## src/rtl/mux_arb_pkg.sv

```systemverilog
// Shared definitions for the round-robin mux scheduler.
//   NUM_REQ : number of requesters sharing the mux
//   SEL_W   : width of the mux select / requester index
//   state_t : scheduler FSM state encoding
//   onehot  : index -> one-hot grant vector
package mux_arb_pkg;

  localparam int NUM_REQ = 4;
  localparam int SEL_W   = 2;

  typedef enum logic {
    IDLE = 1'b0,
    BUSY = 1'b1
  } state_t;

  function automatic logic [NUM_REQ-1:0] onehot(input logic [SEL_W-1:0] idx);
    onehot      = '0;
    onehot[idx] = 1'b1;
  endfunction

endpackage

```

## src/rtl/mux_rr_scheduler_rr_pick.sv

```systemverilog
// Combinational round-robin picker.
//   req : request vector, bit i = requester i
//   ptr : index that has first priority
//   any : at least one request is set
//   idx : first set request scanning ptr, ptr+1, ... (mod NUM_REQ)
module rr_pick
  import mux_arb_pkg::*;
(
  input  logic [NUM_REQ-1:0] req,
  input  logic [SEL_W-1:0]   ptr,
  output logic               any,
  output logic [SEL_W-1:0]   idx
);

  logic [SEL_W-1:0] cand;

  // Scan from the lowest priority back to the highest so the last hit wins,
  // which avoids a separate "found" flag.
  always_comb begin
    any  = |req;
    idx  = '0;
    cand = '0;
    for (int i = NUM_REQ - 1; i >= 0; i--) begin
      cand = ptr + SEL_W'(i);
      if (req[cand]) idx = cand;
    end
  end

endmodule

```

## src/rtl/mux_rr_scheduler.sv

```systemverilog
// Round-robin scheduler driving a shared 4:1 mux.
//   clk   : clock, rising edge
//   rst   : asynchronous active-high reset
//   req   : level request per requester (bit0=a .. bit3=d)
//   a..d  : requester data
//   gnt   : registered one-hot grant, 0 when idle
//   sel   : registered index of current owner (holds last value when idle)
//   valid : a grant is active
//   out   : data of requester sel while valid, else 0
//
// state | meaning
// IDLE  | no owner, gnt = 0, waiting for any request
// BUSY  | one owner holds the mux, cnt = cycles held minus one
module mux_rr_scheduler
  import mux_arb_pkg::*;
#(
  parameter int WIDTH    = 8,
  parameter int HOLD_MAX = 4
) (
  input  logic               clk,
  input  logic               rst,
  input  logic [NUM_REQ-1:0] req,
  input  logic [WIDTH-1:0]   a,
  input  logic [WIDTH-1:0]   b,
  input  logic [WIDTH-1:0]   c,
  input  logic [WIDTH-1:0]   d,
  output logic [NUM_REQ-1:0] gnt,
  output logic [SEL_W-1:0]   sel,
  output logic               valid,
  output logic [WIDTH-1:0]   out
);

  localparam int              CNT_W    = $clog2(HOLD_MAX) + 1;
  localparam logic [CNT_W-1:0] CNT_LAST = CNT_W'(HOLD_MAX - 1);

  state_t             state;
  logic [SEL_W-1:0]   ptr;
  logic [CNT_W-1:0]   cnt;
  logic               pick_any;
  logic [SEL_W-1:0]   pick_idx;

  rr_pick u_pick (
    .req (req),
    .ptr (ptr),
    .any (pick_any),
    .idx (pick_idx)
  );

  always_ff @(posedge clk or posedge rst) begin
    if (rst) begin
      state <= IDLE;
      gnt   <= '0;
      sel   <= '0;
      ptr   <= '0;
      cnt   <= '0;
    end else begin
      case (state)
        IDLE: begin
          if (pick_any) begin
            state <= BUSY;
            gnt   <= onehot(pick_idx);
            sel   <= pick_idx;
            ptr   <= pick_idx + 1'b1;
            cnt   <= '0;
          end
        end
        BUSY: begin
          if (req[sel] && (cnt < CNT_LAST)) begin
            cnt <= cnt + 1'b1;
          end else if (pick_any) begin
            // ptr already points past the owner, so a sole requester at
            // hold expiry is simply picked again.
            gnt <= onehot(pick_idx);
            sel <= pick_idx;
            ptr <= pick_idx + 1'b1;
            cnt <= '0;
          end else begin
            state <= IDLE;
            gnt   <= '0;
            cnt   <= '0;
          end
        end
        default: begin
          state <= IDLE;
          gnt   <= '0;
          cnt   <= '0;
        end
      endcase
    end
  end

  assign valid = |gnt;

  always_comb begin
    out = '0;
    if (valid) begin
      case (sel)
        2'd0:    out = a;
        2'd1:    out = b;
        2'd2:    out = c;
        default: out = d;
      endcase
    end
  end

endmodule
```

## config.mk

```make
export PLATFORM = sky130hd
export DESIGN_NAME = mux_rr_scheduler
export DESIGN_NICKNAME = d
export VERILOG_FILES = /design/src/rtl/mux_arb_pkg.sv /design/src/rtl/mux_rr_scheduler_rr_pick.sv /design/src/rtl/mux_rr_scheduler.sv
export SDC_FILE = /design/constraint.sdc
export NUM_CORES = 1
export LEC_CHECK = 0
export BUFFER_PORTS_ARGS = -buffer_cell sky130_fd_sc_hd__buf_4
export CORE_UTILIZATION = 40
export CTS_CLUSTER_SIZE = 16
export DETAILED_ROUTE_END_ITERATION = 10
export PLACE_DENSITY = 0.76
export SLEW_MARGIN = 0
export SYNTH_ARGS = -nofsm -noshare
export SYNTH_HDL_FRONTEND = slang
export SYNTH_SLANG_ARGS = --single-unit
```

## constraint.sdc

```tcl
create_clock -name clk -period 1.9 [get_ports clk]
set_clock_uncertainty 0.05 [all_clocks]
set_input_delay 0.095 -clock clk [delete_from_list [all_inputs] [get_ports clk]]
set_output_delay 0.095 -clock clk [all_outputs]
set_load 0.005 [all_outputs]
```

==> flow_summary_export.csv, run 1 <==
group,metric,value,unit
status,outcome,"completed",
synth,synthFlopType,"dfrtp_1",
synth,yosysMostFrequentCell,"dfrtp_1",
critical_path,cp-start-kind,"register",
synth,ys_top_cells_by_area,"dfrtp_1 32%, mux4_2 19%, ha_1 6.7%",
drt,viasPerCell,5.26,
clock_tree,htreeDepth,1,
hold_path,hold_path_depth,2,
critical_path,cp_max_fo,9,
flow_run,maxCapViolCount,0,
layout,finish.utilization,63.7,%
synth,syn_area,932,sq um
clock_tree,cts_tree,"built",
grt,antenna_found_initial,0,
place,gp_congestion,0.752,
power_and_ir_drop,clkPwrFrac,8.1,%
synth,synth_top_area_share,32.2,%
clock_tree,cts_buffers,3,
clock_tree,clock-sinks,12,
critical_path,slowest_delay,0.51,ns
hold_path,hp-start,"req[3]",
grt,grt_max_degree,13,
synth,synth_commonest_cells,"12 x dfrtp_1, 8 x mux4_2, 7 x nor2b_1",
layout,area_growth,51.1,%
clock_tree,cts.clk_slew.worst_paths,0.07,ns
floorplan,rows,17,
synth,synth-edff-count,0,
power_and_ir_drop,intPower,1.23,mW
sta,final.period_utilization,96.1,%
grt,grt_pass1_vias,859,
synth,avgSynthCellArea,12.1,sq um
synth,yosysWarnings,0,
floorplan,dieHeight,50.3,um
clock_tree,clock_latency,0.27,ns
critical_path,critPathRequiredTime,1.75,ns
sta,fmax,0.548,GHz
hold_path,hold_end,"state",
grt,grt_use_total,19.6,%
place,io_buffers,52,
critical_path,r2r_start,"ptr[1]",
critical_path,path_class,"register to output pin",
critical_path,endpoint_kind,"output pin",
floorplan,io_pins,53,
synth,synth_largest_area_cell,"dfrtp_1",
sta,setup_viol,0,
floorplan,start_util,42.1,%
grt,grt.overflow.total,0,
critical_path,reg2reg_to,"ptr[1]",
synth,synth_cell_types,29,
power_and_ir_drop,power_density,1360,nW/um^2
drt,wl_per_cell,14.4,um
drt,first_pass_iters,3,
sta,rsz0062_at_grt,"no",
floorplan,dieArea,2530,sq um
clock_tree,cts.path.max_buffers,2,
place,dp_slack,0.157,ns
drt,ant_nets,0,
power_and_ir_drop,seq_power_share,23.3,%
power_and_ir_drop,comb_power_share,68.6,%
floorplan,die_x,50.3,um
drt,dr.first_iter.drc_count,14,
layout,nets,180,
synth,async_flop_share,100,%
critical_path,critical-path-top-delay-family,"multiplexers",
sta,min_period,1.83,ns
grt,grt_pass1_wl,3750,um
sta,drv_slew,0,
critical_path,r2r_cells,7,
layout,n_antenna_cell,0,
critical_path,path_cells,"buf_6 -> mux4_2 -> and2b_1 -> buf_4",
drt,vias,857,
synth,yosysSeqAreaShare,32.2,%
synth,synthCells,77,
sta,fin_ws,0.0740,ns
critical_path,worst-r2r-setup-slack,0.16,ns
drt,drc,0,
critical_path,path_depth,4,
power_and_ir_drop,leakagePower,0.716,nW
hold_path,hold_path_class,"primary input to register",
drt,routed_wl,2340,um
power_and_ir_drop,power,1.91,mW
clock_tree,root_buffer,"clkbuf_4",
sta,slew_headroom,69.9,%
sta,hold_viol,0,
critical_path,crit_buf_inv,2,
place,place_hpwl,1920,um
synth,syn-num-nets,120,
sta,setup_tns,0,ns
floorplan,core_area,2210,sq um
critical_path,critical-path-slowest-cell,"mux4_2",
sta,max_slew.worst_pin.slew,0.451,ns
power_and_ir_drop,swShare,35.6,%
layout,drive_above_1_share,60.0,%
power_and_ir_drop,peakVddDrop,0.732,mV
synth,ys_ff_latch,12,
critical_path,crit_arrival,1.68,ns
power_and_ir_drop,switchingPower,0.680,mW
[state kept, by name, indices dropped and copies added (netlist names)]
signal	flops
cnt	3
sel	2
gnt	4
ptr	2
state	1
[repair_timing]
item,CTS,global route
buffers inserted,0,0
hold buffers,1,0
gates resized for setup,1,1
setup endpoints to repair,3,8
gates cloned,0,0
endpoints found under the hold margin,12,0
[layout make-up]
type / instances / area (sq um)
sequential: 12 / 302
clock buffer: 3 / 22.5
multi-input combinational: 57 / 593
inverter: 6 / 22.5
tap: 28 / 35.0
timing repair buffer: 57 / 434
fill: 180 / 803
[worst max path at each step]
stage	startpoint	endpoint	slack, ns
floorplan	sel[0]	sel[0]	0.21
global placement	ptr[1]	ptr[1]	0.22
detailed placement	ptr[1]	ptr[1]	0.16
CTS	sel[0]	out[7]	0.002
global route	sel[0]	out[7]	0.005
finish	sel[0]	out[7]	0.07
[metrics by stage]
| stage | hold slack (ns) | cells | cell area [sq um] |
|---|---|---|---|
| after floorplan | -0.0903 | 77 | 932 |
| after global placement | 0.0858 | 159 | 1370 |
| after detailed placement | 0.0915 | 159 | 1370 |
| after CTS | 0.0368 | 163 | 1410 |
| after global routing | 0.0462 | 163 | 1410 |
| final | 0.0379 | 163 | 1410 |
[power by group through the flow]
stage / clock network [mW] / registers [mW] / logic [mW]
global placement: 0 / 0.440 / 1.29
CTS: 0.160 / 0.444 / 1.33
detailed placement: 0 / 0.446 / 1.32
finish: 0.155 / 0.445 / 1.31
floorplan: 0 / 0.430 / 0.826
global route: 0.168 / 0.464 / 1.43
[routing by layer]
| metal | global-route usage [%] | vias to the layer above | part of all wire [%] |
|---|---|---|---|
| li1 | - | 410 | - |
| met1 | 22.4 | 404 | 41 |
| met2 | 34.0 | 41 | 48 |
| met3 | 6.06 | 2 | 11 |
| met4 | 7.14 | 0 | 0.34 |
| met5 | 0 | - | 0 |
[placed cells by master, fill, tap and decap left out, drive strengths merged]
master,count
buf,56
dfrtp,12
mux4,8
nor2b,7
inv,6
a22o,6
ha,5
a21oi,4
mux2i,4
nand2,3
clkbuf,3
o21ai,2
mux2,2
nor2,2
o22a,2
o2bb2a,1
nand3b,1
or3b,1
o22ai,1
or4,1
a21boi,1
a21o,1
and3,1
nand2b,1
or3,1
nor4,1
and2b,1
dlygate4sd3,1
[cell families (layout without fill, tap and decap cells)]
kind of cell               Yosys count  count (layout)  synth area share (%)
AOI/OAI and AO/OA                   18              18                  16.8
and+or+nand+nor                     20              20                  13.3
adders and majority gates            5               5                  6.71
buffers and inverters                8              66                  4.16
DFF                                 12              12                  32.2
muxes                               14              14                  26.8
No activity file was read; power rests on OpenSTA's default activity.
==> inputs of run 2 (changes only) <==
- CORE_UTILIZATION: 40 -> 43
- PLACE_DENSITY: 0.76 -> 0.8
- REMOVE_ABC_BUFFERS: not set -> 1
==> run 2 against run 1 <==
Sequential power is essentially flat. Critical path depth is the same. Clock power grew 32%. Non-clock buffer count shrank 1. Maximum frequency grew 0.93%. Register-to-register slack lost 0.02 ns. Total power grew 2.4%. Worst hold slack lost 0.0024 ns. Via count shrank 0.70%. Routed wire length shrank 1.0%. Core utilization grew 6.9 points. Final cell count shrank 0.61%.
==> flow_summary_export.csv, run 2 (same netlist as run 1, synthesis figures left out) <==
group,metric,value,unit
status,outcome,"completed",
sta,final.period_utilization,95.2,%
grt,grt.overflow.total,0,
critical_path,critical-path-top-delay-family,"multiplexers",
grt,grt_use_total,22.3,%
layout,layout_common_cells,"54 x buf_4, 11 x dfrtp_1, 8 x mux4_2",
clock_tree,cts.path.max_buffers,2,
clock_tree,htreeDepth,1,
drt,dr.first_iter.drc_count,7,
power_and_ir_drop,power_density,1390,nW/um^2
critical_path,path_cells,"buf_6 -> mux4_2 -> and2b_1 -> buf_4",
place,io_buffers,52,
flow_run,maxCapViolCount,0,
clock_tree,cts.clk_slew.worst_paths,0.08,ns
hold_path,hold_path_class,"primary input to register",
sta,setup_tns,0,ns
sta,slew_headroom,69.9,%
critical_path,crit_arrival,1.66,ns
clock_tree,cts_tree,"built",
drt,vias,851,
floorplan,dieHeight,48.6,um
power_and_ir_drop,leakagePower,0.718,nW
layout,final_common_cell,"buf_4",
grt,grt_pass1_vias,893,
drt,first_pass_iters,2,
sta,hold_viol,0,
drt,ant_nets,0,
clock_tree,cts_setup_buffers,0,
critical_path,path_class,"register to output pin",
drt,routed_wl,2320,um
sta,fmax,0.553,GHz
critical_path,cp_max_fo,9,
drt,wl_per_cell,14.3,um
sta,setup_viol,0,
critical_path,cp-start-kind,"register",
critical_path,critical-path-slowest-cell,"mux4_2",
layout,drive_above_1_share,60.0,%
layout,largest_register,"gnt",
layout,largest_reg_flops,4,
layout,n_antenna_cell,0,
floorplan,rows,16,
clock_tree,clock-sinks,12,
layout,reg_top3,"gnt (4), cnt (3)",
critical_path,crit_buf_inv,2,
floorplan,start_util,46.6,%
sta,rsz0062_at_grt,"no",
power_and_ir_drop,peakVddDrop,0.802,mV
sta,drv_slew,0,
layout,area_growth,51.7,%
sta,max_slew.worst_pin.slew,0.452,ns
floorplan,core_area,2000,sq um
sta,min_period,1.81,ns
drt,viasPerCell,5.25,
critical_path,slowest_delay,0.50,ns
critical_path,endpoint_kind,"output pin",
layout,n_fill_cell,172,
floorplan,die_x,48.6,um
grt,grt_pass1_wl,4050,um
clock_tree,root_buffer,"clkbuf_4",
critical_path,critPathRequiredTime,1.75,ns
clock_tree,clock_latency,0.27,ns
place,gp_congestion,0.830,
clock_tree,cts_buffers,3,
grt,grt_max_degree,13,
layout,nets,179,
grt,antenna_found_initial,0,
floorplan,io_pins,53,
place,place_hpwl,1870,um
floorplan,dieArea,2360,sq um
layout,finish.utilization,70.6,%
drt,drc,0,
[run 2: cell count changes in the layout (fill, tap and decap cells not counted)]
cell / before / now
buf_4: 55 / 54
clkbuf_8: 0 / 1
[run 2: final cells by class]
class                           count  area [sq um]  area share [%]
Multi-Input combinational cell     57           593            41.9
Timing Repair Buffer               56           427            30.2
Sequential cell                    12           302            21.3
Clock buffer                        4          36.3            2.57
Tap cell                           27          33.8            2.39
Inverter                            6          22.5            1.59
[run 2: where the power goes]
part	switching, mW	total [mW]	internal, mW
clock network	0.0884	0.205	0.117
logic	0.517	1.31	0.793
registers	0.0902	0.444	0.353
[run 2: stage by stage]
step / total power [mW] / hold WS [ns] / area, sq um / instances / worst slack (ns)
3_5_place_dp: 1.75 / 0.0925 / 1360 / 157 / 0.161
4_1_cts: 1.97 / 0.0299 / 1410 / 162 / 0.0294
3_3_place_gp: 1.72 / 0.0870 / 1360 / 157 / 0.242
2_1_floorplan: 1.22 / -0.0903 / 916 / 75 / 0.0457
6_report: 1.96 / 0.0355 / 1410 / 162 / 0.0908
5_1_grt: 2.12 / 0.0277 / 1410 / 162 / 0.0105
[run 2: path summary, 6_finish.rpt]
check / end / slack, ns / depth (start not counted) / from
min reg2reg: cnt[2] / 0.48 / 1 / cnt[2]
min: state / 0.04 / 2 / req[2]
max reg2reg: ptr[1] / 0.14 / 6 / ptr[1]
max in group asynchronous: sel[0] / 1.14 / 3 / rst
max: out[7] / 0.09 / 4 / sel[0]
min in group asynchronous: cnt[0] / 0.33 / 3 / rst
[run 2: per-layer routing]
metal	global-route usage [%]	vias up	routed length, um
met5	0	-	0
met2	38.0	44	1090
met1	27.6	391	1010
met4	9.31	0	36
li1	-	412	-
met3	4.40	4	182
[run 2: what timing repair did]
action,CTS,global route
hold endpoints to repair,12,0
setup endpoints to repair,1,8
hold buffers,1,0
resized for setup,1,1
